## src/rtl/fir_lid_arbiter.sv

```systemverilog
// fir_lid_arbiter: two-requester burst arbiter feeding a registered FIR cascade input
module fir_lid_arbiter #(
  parameter int DATA_W    = 16,
  parameter int BURST_LEN = 4
) (
  input  logic              clock,
  input  logic              reset,
  input  logic [DATA_W-1:0] i_req0_data,
  input  logic              i_req0_valid,
  output logic              o_req0_stop,
  input  logic [DATA_W-1:0] i_req1_data,
  input  logic              i_req1_valid,
  output logic              o_req1_stop,
  output logic [DATA_W-1:0] o_data,
  output logic              o_valid,
  output logic              o_src,
  input  logic              i_stop
);
  localparam int CW = $clog2(BURST_LEN + 1);
  localparam logic [CW-1:0] CNT_MAX = CW'(BURST_LEN);
  typedef enum logic [1:0] {IDLE, OWN0, OWN1} state_t;
  state_t            state_q, state_d, own;
  logic              last_q, last_d;
  logic [CW-1:0]     cnt_q, cnt_d;
  logic [DATA_W-1:0] data_q, data_d;
  logic              valid_q, valid_d, src_q, src_d;
  logic              load_en, any_valid, accept, sel;
  // Grant selection, backpressure and next-state; stops never see the data inputs
  always_comb begin
    load_en   = !valid_q || !i_stop;
    any_valid = i_req0_valid || i_req1_valid;
    accept    = load_en && any_valid && !reset;
    sel       = (i_req0_valid && i_req1_valid)
              ? ((state_q == IDLE) ? !last_q
                : ((cnt_q < CNT_MAX) ? (state_q == OWN1) : (state_q == OWN0)))
              : i_req1_valid;
    o_req0_stop = !(accept && !sel);
    o_req1_stop = !(accept && sel);
    own     = sel ? OWN1 : OWN0;
    state_d = state_q;
    cnt_d   = cnt_q;
    last_d  = last_q;
    data_d  = data_q;
    valid_d = valid_q;
    src_d   = src_q;
    if (accept) begin
      if (state_q == own) begin
        cnt_d = (cnt_q == CNT_MAX) ? cnt_q : cnt_q + CW'(1);
      end else begin
        state_d = own;
        cnt_d   = CW'(1);
      end
      last_d  = sel;
      data_d  = sel ? i_req1_data : i_req0_data;
      src_d   = sel;
      valid_d = 1'b1;
    end else if (load_en) begin
      state_d = IDLE;
      cnt_d   = '0;
      valid_d = 1'b0;
    end
  end
  // State, history and output register; reset drops any held beat and history
  always_ff @(posedge clock) begin
    if (reset) begin
      state_q <= IDLE;
      cnt_q   <= '0;
      last_q  <= 1'b1;
      data_q  <= '0;
      valid_q <= 1'b0;
      src_q   <= 1'b0;
    end else begin
      state_q <= state_d;
      cnt_q   <= cnt_d;
      last_q  <= last_d;
      data_q  <= data_d;
      valid_q <= valid_d;
      src_q   <= src_d;
    end
  end
  assign o_data  = data_q;
  assign o_valid = valid_q;
  assign o_src   = src_q;
endmodule

```

## config.mk

```make
export PLATFORM = sky130hd
export DESIGN_NAME = fir_lid_arbiter
export DESIGN_NICKNAME = d
export VERILOG_FILES = /design/src/rtl/fir_lid_arbiter.sv
export SDC_FILE = /design/constraint.sdc
export NUM_CORES = 1
export LEC_CHECK = 0
export ABC_AREA = 1
export CAP_MARGIN = 5
export CORE_AREA = 5 5 61 63
export CTS_BUF_LIST = sky130_fd_sc_hd__clkbuf_8 sky130_fd_sc_hd__clkbuf_16
export DETAILED_ROUTE_END_ITERATION = 10
export DIE_AREA = 0 0 66 68
export HOLD_SLACK_MARGIN = 0.06
export PLACE_DENSITY = 0.82
export SLEW_MARGIN = 20
export SYNTH_ARGS = -nofsm -noshare
export SYNTH_HDL_FRONTEND = slang
export SYNTH_SLANG_ARGS = --single-unit
export TNS_END_PERCENT = 50
```

## constraint.sdc

```tcl
create_clock -name clock -period 3.1 [get_ports clock]
set_input_delay 0.93 -clock clock [delete_from_list [all_inputs] [get_ports clock]]
set_output_delay 0.93 -clock clock [all_outputs]
set_load 0.005 [all_outputs]
```

==> Word level (Yosys, flattened, before mapping) <==
Cells that the tools add are included.
{ "classes": {"n_shift": 0, "n_reduce_logical": 18, "muxes": 14, "bitwise_logic": 0, "n_eq_ne": 6, "div_mod_pow": 0, "magnitude_cmp": 1, "n_mul": 0, "n_addsub": 1} }
{ "ops": {"columns": ["op", "count"], "rows": [
  ["16-bit 2-to-1 mux", 1],
  ["3-bit 2-to-1 mux", 4],
  ["2-bit 2-to-1 mux", 4],
  ["1-bit logical NOT", 7],
  ["1-bit logical AND", 5],
  ["1-bit 2-to-1 mux", 5],
  ["2-bit AND reduction", 2],
  ["3-bit by 1-bit adder with 3-bit output (second input constant)", 1],
  ["3-bit == test (second input constant)", 1],
  ["3-bit < comparator (second input constant)", 1],
  ["3-bit inequality test (second input constant)", 1],
  ["2-bit by 1-bit == test with 1-bit output (second input constant)", 1],
  ["2-bit == test", 1],
  ["2-bit == test (second input constant)", 1],
  ["2-bit logical NOT", 1],
  ["1-bit logical OR", 2],
  ["2-bit inequality test (second input constant)", 1],
  ["2-bit nonzero test", 1]
]} }
{ "word_totals": {"mem_bits_rw": 0, "mem_count": 0, "ff_bits": 24, "output_inout_bits": 20, "word_cells": 46, "latch_bits": 0, "in_bits": 37, "romBits": 0} }

==> Longest topological paths before layout <==
{ "logic_depth": {"word_depth": 8, "mapped_depth": 13, "mapped_depth_nobuf": 13} }

==> Worst setup path after synthesis <==
Ideal clock, no wire load.
{ "synth_path": {"path_type": "input port to output port", "start": "input i_stop", "end": "output o_req0_stop", "n_path_buf": 2, "setup_slack_ns": 0.494, "arrival_ns": 1.676, "required_time_ns": 2.170, "stages": 6, "path_cell_list": "nand2_2 -> o21ai_2 -> nor2_1 -> buf_4 -> buf_2 -> nand2_1"} }
{ "synth_via": {"elab_chain_len": 6} }
{ "synth_rtl": {"columns": ["item", "line", "text"], "rows": [
  ["from (decl)", "17", "input logic i_stop"],
  ["1-bit logical NOT", "30", "load_en = !valid_q || !i_stop;"],
  ["1-bit logical OR", "30", null],
  ["1-bit logical AND (2 in a row)", "32", "accept = load_en && any_valid && !reset;"],
  ["1-bit logical AND", "37", "o_req0_stop = !(accept && !sel);"],
  ["1-bit logical NOT", "37", null],
  ["to (decl)", "10", "output logic o_req0_stop,"]
]} }
Every way passes these cells.

==> Worst setup path after layout <==
{ "layout_path": {"start": "input i_req0_valid", "end": "output o_req1_stop"} }
{ "layout_via": {"elab_chain_len": 5, "elab_cells_between_ends": 7, "classes_between": "mux: 1; reduce/logical: 6"} }
{ "layout_rtl": {"columns": ["item", "line", "text"], "rows": [
  ["from (decl)", "9", "input logic i_req0_valid,"],
  ["1-bit logical OR", "31", "any_valid = i_req0_valid || i_req1_valid;"],
  ["1-bit logical AND (2 in a row)", "32", null],
  ["1-bit logical AND (*)", "38", "o_req1_stop = !(accept && sel);"],
  ["1-bit logical NOT (*)", "38", null],
  ["to (decl)", "13", "output logic o_req1_stop,"]
]} }
Mark *: on every way between the ends. The rest lies on a longest branch, timed or not.

==> implementation parameters <==
Parameter                              Value

Worst setup path
  Slack of the worst reg-to-reg path ... between 1000 and 1500 ps
  Setup crit start kind ... input port
  Endpoint of the lowest-slack register-to-register path ... cnt_q[2]$_SDFFE_PP0P_
  Arrival time at the worst endpoint ... 2080 ps
  Peak per-stage delay on the critical path ... around 500 ps
  Critical path class ... in -> out
  Cell breakdown of the critical path ... clkdlybuf4s50_1 > o21ai_2 > nor2_4 > nand3_1 > dlygate4sd2_1
  Capture point of the critical path ... o_req1_stop
  Register-to-Register Path Depth ... 9
  Master of the slowest instance on the critical path ... sky130_fd_sc_hd__clkdlybuf4s50_1
  Startpoint of the worst setup timing path ... i_req0_valid
  Data required time of the worst path ... about 2200 ps
  CP endpoint kind ... output pin
  Reg-to-reg startpoint ... o_valid$_SDFFE_PP0P_
  Maximum fanout along the worst path ... 5

STA
  Number of failing hold endpoints at the final stage ... 0
  F_max ... approximately 330 MHz
  Final-report setup violation count ... 0
  Skew final ... 1.92 ps
  RSZ-0062 raised after global routing ... no
  Final worst path period share ... 0.972
  Final critical path time including I/O delays and setup ... around 3000 ps
  Worst-Margin Slew ... roughly 560 ps
  Relative slew slack ... 0.627
  Max-slew violations ... 0

Global routing
  Pin count of the biggest net entering global routing ... 20
  Congestion Overflow GR ... 0
  Initial antenna violation count ... 0
  Global-route wire length before repair ... just under 6000 µm
  Global-route total usage across every layer ... 0.166
  Number of global-route vias before repair ... approximately 1400

Route
  Router iterations before antenna repair ... 4
  Count of routing violations after the opening detailed-route iteration ... between 70 and 80
  Post-detailed-route DRC marker count ... 0
  Antenna Nets Post-Route ... 0
  Total number of vias ... roughly 1400
  Drt total wl ... approximately 3600 µm
  Average wire length per cell after detail routing ... 12.0 µm
  Ratio of routed vias to standard cells ... 4.75

Clocking
  Clk buf depth ... 2
  Clock transition at the register clock pins on the worst setup and hold paths after CTS ... ~80 ps
  Total CTS buffers ... 3
  Root buffer cell ... sky130_fd_sc_hd__clkbuf_8
  Number of H-tree levels ... 1
  Sink Count ... 24
  Clock tree from TritonCTS ... done
  Clock latency of the later-clocked register in the worst-skew pair ... 260 ps

Placed design
  Detailed Place HPWL ... about 2700 µm
  Final Wtd Congestion ... approximately 0.82
  Cell area reported after detailed placement ... around 0.0020 mm²
  I/O Buffers ... 56

Status
  Result of the run ... finished clean

Synthesis
  Share of Yosys cell area claimed by the top area cell type ... 0.362
  Post-synthesis net count ... around 230
  Sequential-to-total area share from yosys stat ... 0.362
  Yosys synthesis warning count ... 0
  Post-synthesis cell type with the largest combined area ... sky130_fd_sc_hd__dfxtp_1
  Synthesized cell area ... between 0.001 and 0.0015 mm²
  Cell count after synthesis ... roughly 190
  Per-instance average area after synthesis ... roughly 7.1 µm²
  Number of distinct library cells after synthesis ... 24
  Largest cells by area after synthesis ... sky130_fd_sc_hd__dfxtp_1, sky130_fd_sc_hd__nand3_1, sky130_fd_sc_hd__nand2_1, sky130_fd_sc_hd__nand4_1, sky130_fd_sc_hd__inv_1
  Register bit count reported by yosys ... 24

Worst hold path
  Min-Delay Path Class ... reg -> reg

Finish
  Layout area overhead ... 55.7%
  Count of nets after finishing ... just under 300
  ANT cells ... 0
  Cell area after layout ... roughly 0.0021 mm²
  Layout cells sized above 1 ... 0.139
  Most frequent standard cell in the layout excluding fill and tap cells ... sky130_fd_sc_hd__clkdlybuf4s50_1
  Commonest cells after routing, fill and taps aside ... sky130_fd_sc_hd__clkdlybuf4s50_1, sky130_fd_sc_hd__nand2_1, sky130_fd_sc_hd__nand3_1, sky130_fd_sc_hd__inv_1, sky130_fd_sc_hd__dfxtp_1

Power and ir drop
  Power density over the cells ... 395 mW/mm²
  Leakage power total ... 0.974 nW
  Peak supply drop ... between 0.15 and 0.2 mV
  Overall Power ... between 800 and 900 µW

Floorplanning
  Die width ... between 60 and 70 µm
  Total core area ... 0.00318 mm²
  Starting utilization of the core area ... 0.418
  Number of placed I/O pins ... 57
  Die Y-Extent ... 68 µm
  Full die area ... between 0.004 and 0.005 mm²
  Row count ... 21

Flow run
  Max-Cap Viols ... 0
==> flip-flops by register name, indices dropped and copies added (netlist names) <==
name and flops:
o_src 1, state_q 2, last_q 1, cnt_q 3, o_valid 1, o_data 16
==> metal layers <==
| metal | global-route usage | part of all wire | up-vias |
|---|---|---|---|
| met3 | 0.0263 | 0.054 | 4 |
| met1 | 0.192 | 0.43 | 625 |
| met5 | 0 | 0 | - |
| li1 | - | - | 745 |
| met2 | 0.312 | 0.50 | 41 |
| met4 | 0.0508 | 0.015 | 0 |
==> power breakdown <==
part	internal (mW)	total (mW)	switching [mW]
combinational	0.135	0.263	0.127
sequential	0.332	0.347	0.0143
clock	0.113	0.209	0.0958
==> worst max-delay path, delay by kind of cell <==
kind | cells | cell delay, ps
buffers and inverters | 2 | 790
AND/OR/NAND/NOR | 2 | 270
AO/OA/AOI/OAI | 1 | 100
==> timing repair <==
item / 4_1_cts / 5_1_grt
gates resized for setup: 3 / 0
hold buffers: 0 / 0
buffers inserted: 1 / 0
setup endpoints to repair: 2 / 0
==> cell usage after synthesis <==
| cell | count |
|---|---|
| sky130_fd_sc_hd__nand2_1 | 47 |
| sky130_fd_sc_hd__nand3_1 | 36 |
| sky130_fd_sc_hd__dfxtp_1 | 24 |
| sky130_fd_sc_hd__inv_1 | 24 |
| sky130_fd_sc_hd__nand4_1 | 18 |
| sky130_fd_sc_hd__buf_2 | 4 |
| sky130_fd_sc_hd__buf_4 | 4 |
| sky130_fd_sc_hd__a21oi_1 | 3 |
| sky130_fd_sc_hd__nand2_2 | 3 |
| sky130_fd_sc_hd__nand2_4 | 3 |
| sky130_fd_sc_hd__nor2_1 | 3 |
| sky130_fd_sc_hd__a22oi_1 | 2 |
| sky130_fd_sc_hd__clkbuf_1 | 2 |
| sky130_fd_sc_hd__ha_1 | 2 |
| sky130_fd_sc_hd__nand3_2 | 2 |
| sky130_fd_sc_hd__clkinv_1 | 1 |
| sky130_fd_sc_hd__nand2_8 | 1 |
| sky130_fd_sc_hd__nand3_4 | 1 |
| sky130_fd_sc_hd__nand4_2 | 1 |
| sky130_fd_sc_hd__nor2_2 | 1 |
| sky130_fd_sc_hd__nor3_2 | 1 |
| sky130_fd_sc_hd__o21ai_1 | 1 |
| sky130_fd_sc_hd__o21ai_2 | 1 |
| sky130_fd_sc_hd__xnor2_1 | 1 |
==> cell families (layout without fill, tap and decap cells) <==
| kind of cell | Yosys count | count (layout) | synth area share |
|---|---|---|---|
| AND/OR/NAND/NOR | 117 | 117 | 0.466 |
| buffers and inverters | 35 | 101 | 0.114 |
| flip-flops | 24 | 24 | 0.362 |
| AO/OA/AOI/OAI | 7 | 7 | 0.0329 |
| adder cells (fa/ha/maj) | 2 | 2 | 0.0188 |
| XOR/XNOR | 1 | 1 | 0.00659 |
==> final cells by class <==
cell class / count / area (µm²)
clock buffers: 4 / 55.1
fillers: 282 / 1110
inverters: 25 / 93.8
multi-input cells: 127 / 704
flip-flops and latches: 24 / 480
well taps: 46 / 57.6
repair buffers: 72 / 678
==> worst min-delay path by stage <==
stage	startpoint	to	slack, ps	depth (start not counted)
final	last_q$_SDFFE_PP1P_	last_q$_SDFFE_PP1P_	490	2
after global placement	last_q$_SDFFE_PP1P_	last_q$_SDFFE_PP1P_	460	2
after detailed placement	last_q$_SDFFE_PP1P_	last_q$_SDFFE_PP1P_	460	2
after global routing	o_src$_SDFFE_PP0P_	o_src$_SDFFE_PP0P_	520	2
after CTS	last_q$_SDFFE_PP1P_	last_q$_SDFFE_PP1P_	490	2
after floorplan	last_q$_SDFFE_PP1P_	last_q$_SDFFE_PP1P_	440	2
==> per-stage QoR <==
stage | std cells | hold WS (ps) | utilization | TNS (ps) | setup slack, ps
3_5_place_dp | 293 | 459 | 0.630 | -235 | -131
2_1_floorplan | 186 | 445 | - | 0 | 494
4_1_cts | 298 | 490 | 0.651 | 0 | 93.3
6_report | 298 | 489 | 0.651 | 0 | 86.1
3_3_place_gp | 293 | 456 | 0.630 | -212 | -114
5_1_grt | 298 | 518 | 0.651 | 0 | 16.3
(Power assumes the default switching activity.)
